--- src/rtl/uart_rcv_fifo_block.sv ---
// UART receiver with runtime parity/data-size selection and a frame FIFO.
// Define BREAK_DETECT_EN to add the sticky break_detect output.
module uart_rcv_fifo_block #(
    parameter int DATA_MAX   = 8,
    parameter int FIFO_DEPTH = 4,
    parameter int BP_WIDTH   = 14
) (
    input  logic                          clk,
    input  logic                          rst,
    input  logic                          serial_in,
    input  logic [3:0]                    data_size,
    input  logic [BP_WIDTH-1:0]           bit_period,
    input  logic [1:0]                    parity_mode,
    input  logic                          data_read,
    input  logic                          err_clear,
    output logic [DATA_MAX-1:0]           rx_data,
    output logic                          data_ready,
    output logic [$clog2(FIFO_DEPTH):0]   fifo_count,
    output logic                          overrun_error,
    output logic                          framing_error,
`ifdef BREAK_DETECT_EN
    output logic                          break_detect,
`endif
    output logic                          parity_error
);
    localparam int AW = $clog2(FIFO_DEPTH);
    localparam int CW = AW + 1;

    typedef enum logic [2:0] {IDLE, START, DATA, PARITY, STOP, LOAD, WAIT_IDLE} state_t;

    state_t                             state_q, state_d;
    logic                               sync1_q, sync2_q, prev_q;
    logic [BP_WIDTH-1:0]                cnt_q, cnt_d, bp_q, bp_d;
    logic [3:0]                         dsize_q, dsize_d, bit_q, bit_d;
    logic                               par_en_q, par_en_d, par_odd_q, par_odd_d;
    logic                               par_bit_q, par_bit_d, stop_q, stop_d;
    logic [DATA_MAX-1:0]                shift_q, shift_d;
    logic [FIFO_DEPTH-1:0][DATA_MAX-1:0] mem_q, mem_d;
    logic [AW-1:0]                      wr_q, wr_d, rd_q, rd_d;
    logic [CW-1:0]                      count_q, count_d;
    logic                               oe_q, oe_d, fe_q, fe_d, pe_q, pe_d;
    logic                               pop, push, full_after_pop;
    logic                               oe_set, fe_set, pe_set;
`ifdef BREAK_DETECT_EN
    logic                               brk_q, brk_d, brk_set;
`endif

    always_comb begin
        state_d   = state_q;
        cnt_d     = cnt_q + BP_WIDTH'(1);
        bp_d      = bp_q;
        dsize_d   = dsize_q;
        bit_d     = bit_q;
        par_en_d  = par_en_q;
        par_odd_d = par_odd_q;
        par_bit_d = par_bit_q;
        stop_d    = stop_q;
        shift_d   = shift_q;
        push      = 1'b0;
        oe_set    = 1'b0;
        fe_set    = 1'b0;
        pe_set    = 1'b0;
`ifdef BREAK_DETECT_EN
        brk_set   = 1'b0;
`endif
        pop            = data_read && (count_q != '0);
        full_after_pop = (count_q == CW'(FIFO_DEPTH)) && !pop;

        case (state_q)
            IDLE: begin
                cnt_d = '0;
                if (prev_q && !sync2_q) begin
                    state_d   = START;
                    bp_d      = (bit_period < BP_WIDTH'(4)) ? BP_WIDTH'(4) : bit_period;
                    if (data_size < 4'd5)                 dsize_d = 4'd5;
                    else if (int'(data_size) > DATA_MAX)  dsize_d = 4'(DATA_MAX);
                    else                                  dsize_d = data_size;
                    par_en_d  = (parity_mode == 2'd1) || (parity_mode == 2'd2);
                    par_odd_d = (parity_mode == 2'd2);
                    par_bit_d = 1'b0;
                    bit_d     = '0;
                    shift_d   = '0;
                end
            end
            // The edge reaches this FSM two clocks late through the synchronizer,
            // so the start sample is taken early by the same amount to stay mid-bit.
            START: begin
                if (cnt_q == (bp_q >> 1) - BP_WIDTH'(2)) begin
                    cnt_d   = '0;
                    state_d = sync2_q ? IDLE : DATA;
                end
            end
            DATA: begin
                if (cnt_q == bp_q - BP_WIDTH'(1)) begin
                    cnt_d   = '0;
                    shift_d = shift_q | (DATA_MAX'(sync2_q) << bit_q);
                    bit_d   = bit_q + 4'd1;
                    if (bit_q == dsize_q - 4'd1) state_d = par_en_q ? PARITY : STOP;
                end
            end
            PARITY: begin
                if (cnt_q == bp_q - BP_WIDTH'(1)) begin
                    cnt_d     = '0;
                    par_bit_d = sync2_q;
                    state_d   = STOP;
                end
            end
            STOP: begin
                if (cnt_q == bp_q - BP_WIDTH'(1)) begin
                    stop_d  = sync2_q;
                    state_d = LOAD;
                end
            end
            LOAD: begin
                state_d = IDLE;
                if (!stop_q) begin
                    fe_set  = 1'b1;
                    state_d = WAIT_IDLE;
`ifdef BREAK_DETECT_EN
                    brk_set = (shift_q == '0) && !(par_en_q && par_bit_q);
`endif
                end else if (par_en_q && (par_bit_q != ((^shift_q) ^ par_odd_q))) begin
                    pe_set = 1'b1;
                end else if (full_after_pop) begin
                    oe_set = 1'b1;
                end else begin
                    push = 1'b1;
                end
            end
            WAIT_IDLE: if (sync2_q) state_d = IDLE;
            default:   state_d = IDLE;
        endcase

        mem_d = mem_q;
        if (push) mem_d[wr_q] = shift_q;
        wr_d    = push ? wr_q + AW'(1) : wr_q;
        rd_d    = pop  ? rd_q + AW'(1) : rd_q;
        count_d = count_q;
        if (push && !pop)      count_d = count_q + CW'(1);
        else if (pop && !push) count_d = count_q - CW'(1);

        // A flag raised in the same cycle as err_clear stays set.
        oe_d  = (oe_q & ~err_clear) | oe_set;
        fe_d  = (fe_q & ~err_clear) | fe_set;
        pe_d  = (pe_q & ~err_clear) | pe_set;
`ifdef BREAK_DETECT_EN
        brk_d = (brk_q & ~err_clear) | brk_set;
`endif
    end

    always_ff @(posedge clk) begin
        if (rst) begin
            state_q   <= IDLE;
            sync1_q   <= 1'b1;
            sync2_q   <= 1'b1;
            prev_q    <= 1'b1;
            cnt_q     <= '0;
            bp_q      <= BP_WIDTH'(4);
            dsize_q   <= 4'd5;
            bit_q     <= '0;
            par_en_q  <= 1'b0;
            par_odd_q <= 1'b0;
            par_bit_q <= 1'b0;
            stop_q    <= 1'b1;
            shift_q   <= '0;
            mem_q     <= '0;
            wr_q      <= '0;
            rd_q      <= '0;
            count_q   <= '0;
            oe_q      <= 1'b0;
            fe_q      <= 1'b0;
            pe_q      <= 1'b0;
`ifdef BREAK_DETECT_EN
            brk_q     <= 1'b0;
`endif
        end else begin
            state_q   <= state_d;
            sync1_q   <= serial_in;
            sync2_q   <= sync1_q;
            prev_q    <= sync2_q;
            cnt_q     <= cnt_d;
            bp_q      <= bp_d;
            dsize_q   <= dsize_d;
            bit_q     <= bit_d;
            par_en_q  <= par_en_d;
            par_odd_q <= par_odd_d;
            par_bit_q <= par_bit_d;
            stop_q    <= stop_d;
            shift_q   <= shift_d;
            mem_q     <= mem_d;
            wr_q      <= wr_d;
            rd_q      <= rd_d;
            count_q   <= count_d;
            oe_q      <= oe_d;
            fe_q      <= fe_d;
            pe_q      <= pe_d;
`ifdef BREAK_DETECT_EN
            brk_q     <= brk_d;
`endif
        end
    end

    assign data_ready    = (count_q != '0);
    assign rx_data       = data_ready ? mem_q[rd_q] : '0;
    assign fifo_count    = count_q;
    assign overrun_error = oe_q;
    assign framing_error = fe_q;
    assign parity_error  = pe_q;
`ifdef BREAK_DETECT_EN
    assign break_detect  = brk_q;
`endif

endmodule

--- config.mk ---
export PLATFORM = sky130hd
export DESIGN_NAME = uart_rcv_fifo_block
export DESIGN_NICKNAME = d
export VERILOG_FILES = /design/src/rtl/uart_rcv_fifo_block.sv
export SDC_FILE = /design/constraint.sdc
export NUM_CORES = 1
export LEC_CHECK = 0
export ABC_AREA = 0
export BUFFER_PORTS_ARGS = -buffer_cell sky130_fd_sc_hd__buf_2
export CORE_ASPECT_RATIO = 0.9
export CORE_UTILIZATION = 40
export CTS_CLUSTER_DIAMETER = 120
export CTS_CLUSTER_SIZE = 40
export DETAILED_ROUTE_END_ITERATION = 8
export PLACE_DENSITY = 0.66
export SYNTH_ARGS = -nofsm -noshare
export SYNTH_HDL_FRONTEND = slang
export SYNTH_SLANG_ARGS = --single-unit
--- constraint.sdc ---
create_clock -name clk -period 8.6 [get_ports clk]
set_input_delay 1.72 -clock clk [delete_from_list [all_inputs] [get_ports clk]]
set_output_delay 1.72 -clock clk [all_outputs]
set_load 0.01 [all_outputs]
==> flow_metrics.env <==
export IMPL_status="complete, no violations"
export IMPL_numCtsBuffers=9
export IMPL_portBuffers=39
export IMPL_synth_async_reset_ratio_pct=0
export IMPL_io_pins=40
export IMPL_fin_nets=651
export IMPL_clock_latency_ns=0.35
export IMPL_ir_worst_vdd_uv=168
export IMPL_fill_cells=1221
export IMPL_cts_hold_buf=0
export IMPL_period_needed_ns=3.71
export IMPL_cellLeakagePower_uw=0.00207
export IMPL_drive_above_1_share_pct=13.2
export IMPL_routed_wl_um=12800
export IMPL_synth_seq_area_share_pct=36.3
export IMPL_finalHoldViolations=0
export IMPL_worst_pin_slew_ns=1.28
export IMPL_ys_seq_elements=96
export IMPL_clock_root_buffer="clkbuf_16"
export IMPL_layout_common_cells="96 x dfxtp_1, 66 x nor2_1, 52 x nand2_1, 39 x buf_2, 34 x mux2i_1"
export IMPL_ctsResizeCount=0
export IMPL_core_area_mm2=0.0128
export IMPL_worstHoldPathType="flop to flop"
export IMPL_cts_tree="built"
export IMPL_power_uw=1030
export IMPL_drt_wirelength_per_cell_um=16.4
export IMPL_ys_warn_count=0
export IMPL_syn_cell_area_mm2=0.00530
export IMPL_pwr_density_cell_mw_per_mm2=177
export IMPL_viasPerCell=5.71
export IMPL_globalplace_congestion=0.912
export IMPL_fin_tns_setup_ns=0
export IMPL_cp_required_ns=6.88
export IMPL_syn_inst=606
export IMPL_max_freq_mhz=270
export IMPL_die_y_um=111
export IMPL_rows=39
export IMPL_rsz0062_at_grt="false"
export IMPL_finalCritPeriodShare_pct=43.1
export IMPL_grt_pass1_vias=4135
export IMPL_synth_edf_count=0
export IMPL_crit_type="flop to output port"
export IMPL_yosys_most_used_dff="dfxtp_1"
export IMPL_clkSlewWorstSetupHoldPaths_ns=0.07
export IMPL_grt_usage_pct=19.7
export IMPL_avgSynthCellArea_um2=8.74
export IMPL_grt_max_degree=79
export IMPL_setup_viol=0
export IMPL_ys_types=71
export IMPL_slew_viol_final=0
export IMPL_h_tree_depth=3
export IMPL_dieWidth_um=123
export IMPL_drtIter0Drc=393
export IMPL_maxSlewHeadroom_pct=14.2
export IMPL_cts_setup_buffers=0
export IMPL_first_pass_iters=5
export IMPL_antenna_cells=0
export IMPL_setup_worst_path_start_class="flop"
export IMPL_finalClockSkew_ns=0.00937
export IMPL_cp_max_fo=10
export IMPL_cts_buffer_depth=2
export IMPL_ant_nets=0
export IMPL_vias=4473
export IMPL_initial_utilization_pct=41.4
export IMPL_cp_end_kind="output port"
export IMPL_grt_pass1_wl_um=21000
export IMPL_arrival_ns=1.99
export IMPL_grt_overflow_total=0
export IMPL_areaGrowthSynthToFinish_pct=9.33
export IMPL_cts_sinks=96
export IMPL_antenna_found_initial=0
export IMPL_syn_nets=643
export IMPL_maxCapViolCount=0
export IMPL_drc=0
export IMPL_dp_hpwl_um=9080
export IMPL_final_common_cell="dfxtp_1"
export IMPL_dieArea_mm2=0.0137
==> final timing paths <==
kind                              start    endpoint  slack, ns  cells past startpoint
worst min register to register  sync1_q     sync2_q       0.41                      1
worst min-delay path            sync1_q     sync2_q       0.41                      1
worst max-delay path            rd_q[0]  rx_data[5]       4.89                      3
worst max register to register  bp_q[2]    cnt_q[6]       4.98                      9
==> cells in the mapped netlist (all sizes together), types with 4 or more instances <==
cell type  count  area, um2
o31ai          5       37.5
or4            5       41.3
a22o           4       35.0
and2          13       81.3
nand3         18       90.1
a21oi         26        130
or3            7       43.8
and3           5       31.3
a211o          4       35.0
a31oi          5       31.3
nor2          66        248
buf           20        114
xor2          22        193
nand2         53        201
o21ai         22        110
dfxtp         96       1920
xnor2         33        289
mux2i         34        340
nand4         12       87.6
mux4           8        180
nor4          10       83.8
inv           22       82.6
a2111oi        4       55.1
ha            11        138
nor2b          6       37.5
clkbuf        24       90.1
nor3          21        105
nand2b         4       25.0
==> cell type report <==
cell class	count	area (um2)	area share (%)
Sequential cell	96	1920	33.2
Clock buffer	10	229	3.95
Clock inverter	6	47.5	0.821
Timing Repair Buffer	41	210	3.63
Inverter	22	82.6	1.43
Tap cell	164	205	3.54
Multi-Input combinational cell	444	3090	53.4
==> worst max-delay path: stages, from the launching register on <==
cell and delay [ns]:
dfxtp_1 0.74, mux4_2 0.59, and2_1 0.17, buf_2 0.13
==> registers in the layout, indices dropped and copies added, names as in the netlist, 2 cells and up <==
signal	count
bit_q	4
bp_q	14
cnt_q	14
dsize_q	4
fifo_count	3
mem_q	32
rd_q	2
shift_q	8
state_q	3
wr_q	2
==> per-stage QoR <==
step / cells / hold slack, ns / utilization, % / setup WS (ns) / cell area, um2
final: 783 / 0.415 / 45.3 / 4.89 / 5790
after global routing: 783 / 0.438 / 45.3 / 4.72 / 5790
after CTS: 783 / 0.418 / 45.3 / 4.84 / 5790
after detailed placement: 767 / 0.401 / 43.1 / 4.54 / 5510
after global placement: 767 / 0.392 / 43.1 / 4.73 / 5510
after floorplan: 606 / 0.389 / - / 4.98 / 5300
==> per-layer routing <==
metal	track usage, %	part of all wire, %	vias up
li1	-	-	2156
met1	27.6	47	2149
met2	29.8	45	144
met3	4.73	6.1	24
met4	5.62	1.6	0
met5	0	0	-
==> cell families after synthesis <==
logic type      after synthesis  synth area share, %
simple gates                235                 22.7
compound gates               98                 13.1
flops                        96                 36.3
buf+inv                      66                 5.41
xor+xnor                     56                 9.52
mux                          43                 10.0
fa+ha+maj                    12                 2.98
==> power breakdown <==
part / switching [uW] / internal (uW)
clock: 183 / 200
combinational: 88.7 / 64.4
sequential: 31.7 / 458
(Power assumes the default switching activity.)
